--- config.mk ---
export PLATFORM = sky130hd
export DESIGN_NAME = lsu
export DESIGN_NICKNAME = d
export VERILOG_FILES = /design/src/rtl/lsu_pkg.sv /design/src/rtl/lsu_load_ext.sv /design/src/rtl/lsu.sv
export SDC_FILE = /design/constraint.sdc
export NUM_CORES = 1
export LEC_CHECK = 0
export ABC_AREA = 1
export BUFFER_PORTS_ARGS = -buffer_cell sky130_fd_sc_hd__buf_2
export CORE_AREA = 2 2 140 142
export CTS_BUF_LIST = sky130_fd_sc_hd__clkbuf_2 sky130_fd_sc_hd__clkbuf_4 sky130_fd_sc_hd__clkbuf_8
export DETAILED_ROUTE_END_ITERATION = 10
export DIE_AREA = 0 0 142 144
export SLEW_MARGIN = 20
export SYNTH_ARGS = -nofsm -noshare
export SYNTH_HDL_FRONTEND = slang
export SYNTH_SLANG_ARGS = --single-unit
--- constraint.sdc ---
create_clock -name clk -period 6.8 [get_ports clk]
set_clock_uncertainty 0.2 [all_clocks]
set_input_delay 1.02 -clock clk [delete_from_list [all_inputs] [get_ports clk]]
set_output_delay 1.02 -clock clk [all_outputs]
set_load 0.05 [all_outputs]
--- src/rtl/lsu_pkg.sv ---
// Shared types and constants for the load/store unit.
package lsu_pkg;

  typedef enum logic [1:0] {
    ST_IDLE   = 2'd0,
    ST_ACCESS = 2'd1,
    ST_RESP   = 2'd2
  } state_e;

  // RISC-V funct3 encodings for loads/stores (stores use the low two bits only).
  localparam logic [2:0] F3_B    = 3'b000;
  localparam logic [2:0] F3_H    = 3'b001;
  localparam logic [2:0] F3_W    = 3'b010;
  localparam logic [2:0] F3_D    = 3'b011;
  localparam logic [2:0] F3_BU   = 3'b100;
  localparam logic [2:0] F3_HU   = 3'b101;
  localparam logic [2:0] F3_WU   = 3'b110;
  localparam logic [2:0] F3_RSVD = 3'b111;

  // Access size encodings, identical to the memory's word port.
  localparam logic [1:0] SZ_BYTE   = 2'b00;
  localparam logic [1:0] SZ_HALF   = 2'b01;
  localparam logic [1:0] SZ_WORD   = 2'b10;
  localparam logic [1:0] SZ_DOUBLE = 2'b11;

  localparam int unsigned MEM_AW = 12;

  // True when the low address bits are not a multiple of the access size.
  function automatic logic is_misaligned(input logic [1:0] size, input logic [2:0] addr_lo);
    logic mis;
    case (size)
      SZ_BYTE: mis = 1'b0;
      SZ_HALF: mis = addr_lo[0];
      SZ_WORD: mis = |addr_lo[1:0];
      default: mis = |addr_lo[2:0];
    endcase
    return mis;
  endfunction

endpackage

--- src/rtl/lsu_load_ext.sv ---
// Load data extension: selects the low byte/half/word/double of the raw
// memory value and sign- or zero-extends it according to funct3.
module lsu_load_ext
  import lsu_pkg::*;
(
  input  logic [2:0]  funct3_i,
  input  logic [63:0] raw_i,
  output logic [63:0] rdata_o
);

  // Extend the raw little-endian value to 64 bits.
  always_comb begin
    // NOTE: default assigned first so every path drives rdata_o and no latch is inferred.
    rdata_o = raw_i;
    case (funct3_i)
      F3_B:    rdata_o = {{56{raw_i[7]}},  raw_i[7:0]};
      F3_H:    rdata_o = {{48{raw_i[15]}}, raw_i[15:0]};
      F3_W:    rdata_o = {{32{raw_i[31]}}, raw_i[31:0]};
      F3_D:    rdata_o = raw_i;
      F3_BU:   rdata_o = {56'd0, raw_i[7:0]};
      F3_HU:   rdata_o = {48'd0, raw_i[15:0]};
      F3_WU:   rdata_o = {32'd0, raw_i[31:0]};
      default: rdata_o = raw_i; // reserved encoding faults before any access
    endcase
  end

endmodule

--- src/rtl/lsu.sv ---
// RV64 load/store unit: accepts one request in IDLE, checks it, drives the
// data memory for a single ACCESS cycle and holds the response in RESP until
// writeback takes it.
module lsu
  import lsu_pkg::*;
(
  input  logic        clk,
  input  logic        rst,
  input  logic        req_valid,
  output logic        req_ready,
  input  logic        req_store,
  input  logic [2:0]  req_funct3,
  input  logic [63:0] req_addr,
  input  logic [63:0] req_wdata,
  input  logic [4:0]  req_rd,
  output logic        rsp_valid,
  input  logic        rsp_ready,
  output logic [63:0] rsp_rdata,
  output logic [4:0]  rsp_rd,
  output logic        rsp_fault,
  output logic [11:0] mem_addr,
  output logic [63:0] mem_dataw,
  output logic [1:0]  mem_word,
  output logic        mem_rw,
  input  logic [63:0] mem_datar
);

  state_e      state_q, state_d;
  logic        store_q;
  logic [2:0]  funct3_q;
  logic [11:0] addr_q;
  logic [63:0] wdata_q;
  logic [4:0]  rd_q;
  logic        fault_q;
  logic [63:0] rdata_q;

  logic        accept;
  logic        req_fault;
  logic [63:0] ext_rdata;

  assign accept = (state_q == ST_IDLE) && req_valid;

  // Classify the incoming request: out of range, misaligned or illegal funct3.
  always_comb begin
    req_fault = (req_addr[63:MEM_AW] != '0)
             || is_misaligned(req_funct3[1:0], req_addr[2:0])
             || (!req_store && (req_funct3 == F3_RSVD))
             || (req_store && req_funct3[2]);
  end

  // Next-state logic: faults skip ACCESS and go straight to RESP.
  always_comb begin
    state_d = state_q;
    case (state_q)
      ST_IDLE:   if (req_valid) state_d = req_fault ? ST_RESP : ST_ACCESS;
      ST_ACCESS: state_d = ST_RESP;
      ST_RESP:   if (rsp_ready) state_d = ST_IDLE;
      default:   state_d = ST_IDLE;
    endcase
  end

  // State register.
  always_ff @(posedge clk or posedge rst) begin
    if (rst) state_q <= ST_IDLE;
    else     state_q <= state_d;
  end

  // Request capture on accept; load data captured at the end of ACCESS.
  always_ff @(posedge clk or posedge rst) begin
    // NOTE: these registers drive outputs directly, so they are reset to give defined values.
    if (rst) begin
      store_q  <= 1'b0;
      funct3_q <= '0;
      addr_q   <= '0;
      wdata_q  <= '0;
      rd_q     <= '0;
      fault_q  <= 1'b0;
      rdata_q  <= '0;
    end else if (accept) begin
      // NOTE: non-blocking assignments so every register sees pre-edge values.
      store_q  <= req_store;
      funct3_q <= req_funct3;
      addr_q   <= req_addr[MEM_AW-1:0];
      wdata_q  <= req_wdata;
      rd_q     <= req_rd;
      fault_q  <= req_fault;
      rdata_q  <= '0;
    end else if ((state_q == ST_ACCESS) && !store_q) begin
      rdata_q  <= ext_rdata;
    end
  end

  lsu_load_ext u_load_ext (
    .funct3_i (funct3_q),
    .raw_i    (mem_datar),
    .rdata_o  (ext_rdata)
  );

  assign req_ready = (state_q == ST_IDLE);
  assign rsp_valid = (state_q == ST_RESP);
  assign rsp_rdata = rdata_q;
  assign rsp_rd    = rd_q;
  assign rsp_fault = fault_q;
  assign mem_addr  = addr_q;
  assign mem_dataw = wdata_q;
  assign mem_word  = funct3_q[1:0];
  // Write strobe decoded from state so an asynchronous reset drops it at once.
  assign mem_rw    = (state_q == ST_ACCESS) && store_q && !fault_q;

endmodule

**After elaboration in Yosys (flattened, before gate mapping)**

Cells that the tools add are included.

- Multiplexer cells: 8
- Reductions and logical operators: 20
- Equal/unequal tests: 12

Operators with widths:

| cell | count |
|---|---|
| one-hot mux 64 bit (6 select lines) | 1 |
| 2-to-1 mux 64 bit | 2 |
| nonzero test 52 bit | 1 |
| == test 3 bit, second input constant | 4 |
| logical AND 1 bit | 6 |
| 2-to-1 mux 2 bit | 3 |
| one-hot mux 2 bit (3 select lines) | 1 |
| == test 2 x 1 -> 1 bit, second input constant | 2 |
| == test 2 bit, second input constant | 2 |
| zero test 2 bit | 2 |
| == test 3 x 1 -> 1 bit, second input constant | 1 |
| == test 3 x 2 -> 1 bit, second input constant | 1 |
| zero test 1 bit | 3 |
| zero test 3 bit | 1 |
| logical OR 1 bit | 3 |
| one-hot mux 1 bit (3 select lines) | 1 |
| OR reduction 3 bit | 1 |
| inequality test 2 x 1 -> 1 bit, second input constant | 1 |
| inequality test 2 bit, second input constant | 1 |
| AND reduction 2 bit | 1 |
| nonzero test 2 bit | 1 |
| OR reduction 2 bit | 1 |

- Word-level logic and storage cells: 48
- Bits in registers: 152

**Logic depth before layout (Yosys ltp)**

Gate-level depths: netlist of run 1.

- Word-level depth: 8
- Depth in mapped cells: 8
- Gate-level depth less buffers: 8

**Cells and area by module**

From an unflattened synthesis of run 1, not the netlist that was laid out.

- Cell total of the unflattened synthesis: 877
- Area total of the unflattened synthesis: 7,025.5 um^2

Modules (own cells, without submodules):

| module | area each (um^2) | cells each | seq. area each (um^2) | instances |
|---|---|---|---|---|
| lsu | 6,193.4 | 722 | 3,803.6 | 1 |
| lsu_load_ext | 832.0 | 155 | 0.0 | 1 |

**Worst setup path after synthesis of run 1**

No wires, ideal clock.

- Path kind: register to output
- Start: register fault_q, in the netlist rsp_fault
- End: output mem_rw
- Stages on the path, launching flop included: 2
- Data arrival time: 1,794 ps
- Slack: 3,786 ps
- Required time: 5,580 ps
- Cell sequence: dfrtp_1 > nor3b_1

- Word-level cells in the longest chain between the ends: 2

Ends and longest elaborated chain:

| element | line | text |
|---|---|---|
| from (decl) | lsu.sv:34 | `logic fault_q;` |
| from (signal assigned) | lsu.sv:86 | `fault_q <= req_fault;` |
| zero test 1 bit | lsu.sv:108 | `assign mem_rw = (state_q == ST_ACCESS) && store_q && !fault_q;` |
| logical AND 1 bit | lsu.sv:108 |  |
| to (decl) | lsu.sv:24 | `output logic mem_rw,` |

Every way passes these cells.

**Worst setup path after layout of run 1**

- Start: register state_q[1]
- End: output mem_rw

- Word-level cells in the longest chain between the ends: 3

Ends and longest elaborated chain:

| element | line | text |
|---|---|---|
| from (decl) | lsu.sv:28 | `state_e state_q, state_d;` |
| from (signal assigned) | lsu.sv:65 | `else state_q <= state_d;` |
| == test 2 x 1 -> 1 bit | lsu.sv:108 |  |
| logical AND 1 bit (2 in a row) | lsu.sv:108 |  |

Every way passes these cells.

==> qor.csv, run 1 <==
metric,value,unit
Critical Path Slowest Stage Cell,dfrtp_1,
critical path peak fanout,3,
Synth Register Bits,152,
Sw Ratio,42.8,%
final hold vios,0,
clock slew at reported path FFs,0.10,ns
clock tree from TritonCTS,yes,
# DRC,0,
top cell type's share of synthesized area,59.5,%
"CP delay by family, top",flip-flops,
Final min period,2.78,ns
R2R depth,5,
Final Cell Area,8620,um2
DR WL/cell,15.3,um
Yosys cell types,21,
final global-route overflow total,0,
Worst EP arrival,1.56,ns
Mapped Cells,740,
post-synth top area cell,dfrtp_1,
largest stage delay on the critical path,0.42,ns
hold_buf cts,0,
Initial DRC Count,206,
chip height,144,um
Avg Inst Size Synth,8.64,um2
endpoints failing setup,0,
hold path endpoint,mem_addr[9]$_DFFE_PP0P_,
initial antenna violation count,1,
Total GRT Usage,19.5,%
first-pass GRT wire length,31.4,mm
outcome,finished clean,
nets,1275,
R2R Path Start,funct3_q[1]$_DFFE_PP0P_,
worst-case clock buffer depth,2,
CP required,5.58,ns
syn nets,945,
sequential share of power,41.7,%
relative slew slack,30.3,%
cell-internal power,1.47,mW
Switch Pwr,1.10,mW
dpl hpwl,14.3,mm
Gate power share,31.8,%
CP startpoint kind,flop,
fin. max-slew vios,0,
largest net degree at the start of global routing,101,
clock root buffer,clkbuf_8,
Finished Layout Cells,1321,
Lkg Pwr,4.91,nW
PortBufs,355,
setup TNS,0,ns
share of layout cells above drive strength 1,37.3,%
vias,6169,
Hold Path Class,reg2reg,
RD Place Congestion,0.786,
WS Path Type,reg2out,
maxcap violations,0,
Clk pwr share,26.6,%
sequential fraction of the synthesis area,59.5,%
H-tree Lvls,4,
dpl cells,1289,
Ys Warns,0,
final worst-path cycle share,40.8,%
actual slew at the worst max-slew pin,1.05,ns
vias in the first global route,6037,
Routed Wire Length,20.2,mm
drt via density,4.67,
die width,142,um
Setup Buffers After CTS,0,
worst hold margin,0.280,ns
Synth area leaders,"dfrtp_1, nand2_1, nand3_1, o21ai_0, o21ai_1",
peak supply drop,189,uV
Setup crit end kind,output pin,
Core Footprint,19100,um2
WP buf/inv,2,
Clock Sinks,152,
RSZ-0062 raised after global routing,no,
Boundary Pins,356,
Core Rows,51,
die area,20400,um2
Worst R2R Setup Slack,4.06,ns
Placement Cell Area,8230,um2
Reg-to-Reg End,rsp_rdata[44]$_DFFE_PP0P_,
Area Growth Syn to Fin,34.8,%
drt first pass iters,7,
Initial Util,33.5,%
TritonCTS buffer count,17,
Max Freq,0.360,GHz
ANT cells,0,
Resize count post-CTS,0,
CP cell instances,"inv_2, nand2_1, nor3b_1, buf_2",
hold_sp,mem_addr[9]$_DFFE_PP0P_,
Worst-Skew Late Latency,0.44,ns
pwr dens,297,nW/um2
number of nets with antenna violations after routing,0,
Worst Hold Depth,2,
post-synthesis cell area,6390,um2
Util after Layout,45.2,%
cell type report:
class,instances,area [um2]
Timing Repair Buffer,360,1810
Fill cell,1960,10500
Clock buffer,17,234
Sequential cell,152,3800
Multi-Input combinational cell,525,2260
Inverter,14,60.1
Clock inverter,15,153
Tap cell,238,298
cells by family after synthesis:
logic type	count (synthesis)	share of synthesized area, %
flops	152	59.5
buf+inv	63	5.30
compound gates	118	9.24
simple gates	407	26.0
registers in the layout, indices dropped and copies added, names as in the netlist:
register / cells
rsp_rdata: 64
rsp_rd: 5
rsp_fault: 1
state_q: 2
mem_dataw: 64
mem_addr: 12
funct3_q: 3
store_q: 1
worst min-delay path, delay by kind of cell (launching register included):
kind             cells  cell delay [ns]
and+or+nand+nor      2             0.10
DFF                  1             0.35
synth_stat cells:
master / count
nand3_1: 68
clkbuf_1: 10
inv_1: 10
nand2_1: 292
nor2_1: 39
buf_4: 11
inv_4: 1
nand4_2: 2
o21ai_0: 62
o21ai_1: 32
nand2_2: 1
nand2_4: 1
nor2_2: 1
nor2_4: 2
a21oi_1: 24
inv_2: 3
buf_6: 4
buf_1: 1
nor3b_1: 1
buf_2: 23
dfrtp_1: 152
routing by layer:
layer  routed length (um)  up-vias  global-route usage, %
met2                 9600      278                   31.0
met4                  401        2                   7.21
met5                   13        -                      0
met1                 8560     2822                   25.2
li1                     -     3038                      -
met3                 1650       29                   6.13
worst max path at each step:
| stage | start | endpoint | slack [ns] | cells after the start |
|---|---|---|---|---|
| after floorplan | rst | funct3_q[0]$_DFFE_PP0P_ | 1.49 | 1 |
| after global placement | req_valid | rsp_rdata[11]$_DFFE_PP0P_ | 3.67 | 5 |
| after detailed placement | req_valid | rsp_rdata[23]$_DFFE_PP0P_ | 3.68 | 5 |
| after CTS | state_q[1]$_DFFE_PP0P_ | mem_rw | 3.95 | 4 |
| after global routing | funct3_q[1]$_DFFE_PP0P_ | rsp_rdata[44]$_DFFE_PP0P_ | 3.80 | 5 |
| final | state_q[1]$_DFFE_PP0P_ | mem_rw | 4.02 | 4 |
through the flow:
stage                     power (mW)  setup WS (ns)
after detailed placement        1.91           3.68
after global routing            2.71           3.80
after global placement          1.91           3.67
after floorplan                 1.68           1.49
final                           2.56           4.02
after CTS                       2.60           3.95
power groups by stage:
stage / logic [mW] / clock network (mW) / registers, mW
after floorplan: 0.241 / 0 / 1.43
after global routing: 0.879 / 0.753 / 1.08
after CTS: 0.826 / 0.708 / 1.07
after detailed placement: 0.828 / 0 / 1.08
final: 0.815 / 0.681 / 1.07
after global placement: 0.823 / 0 / 1.08
placed cells by master (no fill, tap or decap):
cell and instances:
inv_4 1, nor2_4 2, buf_2 355, inv_6 5, nand3_1 68, a21oi_1 24, nand2_4 2, o21ai_0 62
inv_1 9, inv_8 6, nand4_2 2, nor2_2 1, clkinv_8 1, clkinv_4 3, dfrtp_1 152, clkbuf_8 17
clkinvlp_4 1, nor3b_1 1, nand2_1 292, o21ai_1 32, buf_4 5, inv_2 3, nor2_1 39
No activity file was read; power rests on OpenSTA's default activity.
==> run 2, diff against run 1 <==
--- a/config.mk
+++ b/config.mk
@@ -5,12 +5,13 @@
 export SDC_FILE = /design/constraint.sdc
 export NUM_CORES = 1
 export LEC_CHECK = 0
-export ABC_AREA = 1
+export ABC_AREA = 0
 export BUFFER_PORTS_ARGS = -buffer_cell sky130_fd_sc_hd__buf_2
-export CORE_AREA = 2 2 140 142
+export CORE_AREA = 2 2 136 138
 export CTS_BUF_LIST = sky130_fd_sc_hd__clkbuf_2 sky130_fd_sc_hd__clkbuf_4 sky130_fd_sc_hd__clkbuf_8
 export DETAILED_ROUTE_END_ITERATION = 10
-export DIE_AREA = 0 0 142 144
+export DIE_AREA = 0 0 138 140
+export PLACE_DENSITY = 0.67
 export SLEW_MARGIN = 20
 export SYNTH_ARGS = -nofsm -noshare
 export SYNTH_HDL_FRONTEND = slang
==> constraint.sdc (replaced) <==
create_clock -name clk -period 2.7 [get_ports clk]
set_clock_uncertainty 0.2 [all_clocks]
set_input_delay 0.405 -clock clk [delete_from_list [all_inputs] [get_ports clk]]
set_output_delay 0.405 -clock clk [all_outputs]
set_load 0.05 [all_outputs]
==> run 2 against run 1 <==
  * Global-route usage rose by 1.1 points
  * Final cell count down 12%
  * Largest power group unchanged
  * Largest cell class unchanged
  * Design area rose by 16%
  * Die area fell by 5.5%
  * Non-clock buffer count up 126
  * Highest routed layer is now met4
  * Critical endpoint is now mem_word[1]
  * Sequential share of layout area decreased by 6.0 points
  * Clock power rose to 2.6 times the previous value
  * Area after synthesis up 0.43%
  * First-iteration DRC count fell by 16%
  * Critical path depth fell by 2
  * Power increased to 2.7 times the previous value
  * Utilization rose by 11 points
==> qor.csv, run 2 <==
metric,value,unit,change
outcome,finished clean,,
Setup Buffers After CTS,0,,unchanged
initial antenna violation count,1,,unchanged
TritonCTS buffer count,17,,unchanged
drt first pass iters,4,,-3
Avg Inst Size Synth,14.6,um2,+69%
CP required,2.10,ns,-3.48 ns
number of nets with antenna violations after routing,0,,unchanged
fraction of registers with async set/reset,100,%,unchanged
clock root buffer,clkbuf_8,,
WP depth,2,,-2
fin. max-slew vios,0,,unchanged
final hold vios,0,,unchanged
WP buf/inv,2,,unchanged
share of layout cells above drive strength 1,56.4,%,+19 points
overall power,6.86,mW,+170%
met3 Use GR,6.22,%,+0.096 points
Synth Register Bits,152,,unchanged
"CP delay by family, top",flip-flops,,
Max Freq,0.414,GHz,
dpl cells,1005,,-22%
syn nets,645,,-32%
setup TNS,0,ns,unchanged
post-synth top area cell,dfrtp_1,,
Post-Place Setup Slack,0.546,ns,-3.13 ns
peak supply drop,538,uV,+190%
Post-synth top cells,"dfrtp_1, mux2_2, o2bb2ai_2",,
RSZ-0062 raised after global routing,no,,
Post-Synth XOR/XNOR Area,0,%,unchanged
die area,19300,um2,-5.5%
Reg-to-Reg End,rsp_rdata[13]$_DFFE_PP0P_,,
DR WL/cell,17.2,um,+12%
dpl hpwl,13.2,mm,-7.6%
clock slew at reported path FFs,0.08,ns,-0.02 ns
Lkg Pwr,4.96,nW,+1.1%
Placement Cell Area,8400,um2,+2.0%
Hold Path Class,in2reg,,
Setup crit end kind,output pin,,
PortBufs,355,,unchanged
vias,5552,,-10%
final worst-path cycle share,89.5,%,
RD Place Congestion,0.861,,+9.5%
mux share of post-synthesis cell area,15.1,%,+15 points
relative slew slack,53.9,%,+24 points
vias in the first global route,6009,,-0.46%
Core Footprint,17800,um2,-6.8%
nets,1118,,-12%
Routed Wire Length,19.8,mm,-1.9%
Worst R2R Setup Slack,0.63,ns,-3.43 ns
CP cell instances,"buf_4, buf_2",,
critical path peak fanout,20,,+17
worst-case clock buffer depth,2,,unchanged
# DRC,0,,unchanged
Worst EP arrival,1.81,ns,+0.25 ns
Core Rows,49,,-3.9%
H-tree Lvls,4,,unchanged
chip height,140,um,-2.8%
top cell type's share of synthesized area,59.2,%,-0.25 points
largest stage delay on the critical path,0.79,ns,+0.37 ns
Worst-Skew Late Latency,0.44,ns,about the same
final global-route overflow total,0,,unchanged
pwr dens,687,nW/um2,+130%
main combinational cell family by area after synthesis,compound AO/OA/AOI/OAI gates,,
Initial DRC Count,173,,-16%
R2R Path Start,funct3_q[1]$_DFFE_PP0P_,,
Finished Layout Cells,1156,,-12%
Register Area,3800,um2,unchanged
Area Growth Syn to Fin,55.4,%,
met2 Use GR,35.2,%,+4.2 points
Initial Util,36.1,%,+2.6 points
Boundary Pins,356,,unchanged
maxcap violations,0,,unchanged
first-pass GRT wire length,31.7,mm,+0.97%
WS Path Type,reg2out,,
CP endpoint,mem_word[1],,
simple logic cell fraction of the synthesized area,5.96,%,-20 points
Synth Area in Compound Gates,16.1,%,+6.9 points
CP startpoint kind,flop,,
clock tree from TritonCTS,yes,,
R2R depth,3,,-2
"most common cell after layout, fill and taps aside",buf_2,,
Total GRT Usage,20.7,%,+1.1 points
actual slew at the worst max-slew pin,0.692,ns,-0.354 ns
adder-cell share of the synthesized area,0,%,unchanged
sequential fraction of the synthesis area,59.2,%,-0.25 points
drt via density,4.80,,+2.8%
fin worst setup slack,0.283,ns,-3.74 ns
Main synth FF type,dfrtp_1,,
Most Crowded Layer GR,met2,,
area of the multi-input gates,2380,um2,+5.6%
most common cell in the netlist,dfrtp_1,,
Clock Sinks,152,,unchanged
post-synthesis cell area,6420,um2,+0.43%
Final min period,2.42,ns,
met1 usage,24.9,%,-0.25 points
Yosys cell types,37,,+76%
Setup crit start,funct3_q[1]$_DFFE_PP0P_,,
Fillers,1490,,-24%
Critical Path Slowest Stage Cell,dfrtp_1,,
Post-synth EDFFs,0,,unchanged
die width,138,um,-2.8%
Synth area leaders,"dfrtp_1, mux2_2, o2bb2ai_2, mux2_1, nor2_1",,
Mapped Cells,440,,-41%
Ys Warns,0,,unchanged
Final Cell Area,9980,um2,+16%
largest net degree at the start of global routing,81,,-20%
most frequent cells in the layout,"buf_2, dfrtp_1, dlygate4sd3_1",,
endpoints failing setup,0,,unchanged
==> run 2: cell types whose count changed after synthesis, sizes merged, moves of 6 or more <==
cell and delta:
a21o +8, nand2 -293, o2bb2ai +48, a22o +8, inv -12, mux2 +85, o21ai -84, clkbuf -6
buf -11, nor4 +14, nand3 -68
==> run 2: worst reg2reg max path: cells and delay by family, from the launching register on <==
kind / cells / cell delay (ns)
AND/OR/NAND/NOR: 1 / 0.84
flip-flops: 1 / 0.64
AO/OA/AOI/OAI: 2 / 0.33
==> run 2: routing by layer <==
metal	up-vias	share of wire (%)
met3	26	7.3
met5	-	0
met4	0	2.1
met2	256	50
met1	2711	41
li1	2559	-
==> run 2: kinds of logic (layout without fill, tap and decap cells) <==
group,after synthesis,after routing
compound gates,103,103
buf+inv,34,520
flops,152,152
mux,86,86
other cells,0,1
simple gates,65,65
==> run 2: timing repair <==
item | CTS | global route
hold buffers | 118 | 0
gates resized for setup | 0 | 0
hold endpoints to repair | 269 | 0
==> run 2: worst min-delay path by stage <==
| stage | from | end | slack [ns] | cells past startpoint |
|---|---|---|---|---|
| after floorplan | req_wdata[0] | mem_dataw[0]$_DFFE_PP0P_ | 0.34 | 1 |
| after global placement | rst | rsp_rdata[34]$_DFFE_PP0P_ | 0.11 | 2 |
| after detailed placement | rst | rsp_rdata[34]$_DFFE_PP0P_ | 0.11 | 2 |
| after CTS | req_store | store_q$_DFFE_PP0P_ | 0.0006 | 2 |
| after global routing | mem_datar[38] | rsp_rdata[38]$_DFFE_PP0P_ | 0.006 | 3 |
| final | mem_datar[38] | rsp_rdata[38]$_DFFE_PP0P_ | 0.02 | 3 |
==> run 2: through the flow <==
| stage | util, % | hold slack, ns |
|---|---|---|
| final | 56.1 | 0.0155 |
| after global placement | 47.2 | 0.113 |
| after floorplan | - | 0.340 |
| after CTS | 56.1 | 0.000584 |
| after global routing | 56.1 | 0.00650 |
| after detailed placement | 47.2 | 0.111 |
==> run 2: area by class of cell <==
class | instances | share of cell area, %
Inverter | 2 | 0.113
Clock buffer | 20 | 2.57
Timing Repair Buffer | 486 | 31.0
Clock inverter | 12 | 1.44
Antenna cell | 1 | 0.0251
Multi-Input combinational cell | 254 | 23.9
Sequential cell | 152 | 38.1
Tap cell | 229 | 2.87
==> run 2: report_power, final <==
part	internal (mW)	total [mW]	switching [mW]
Sequential	2.56	2.74	0.180
Clock	0.867	1.77	0.902
Combinational	0.729	2.34	1.61
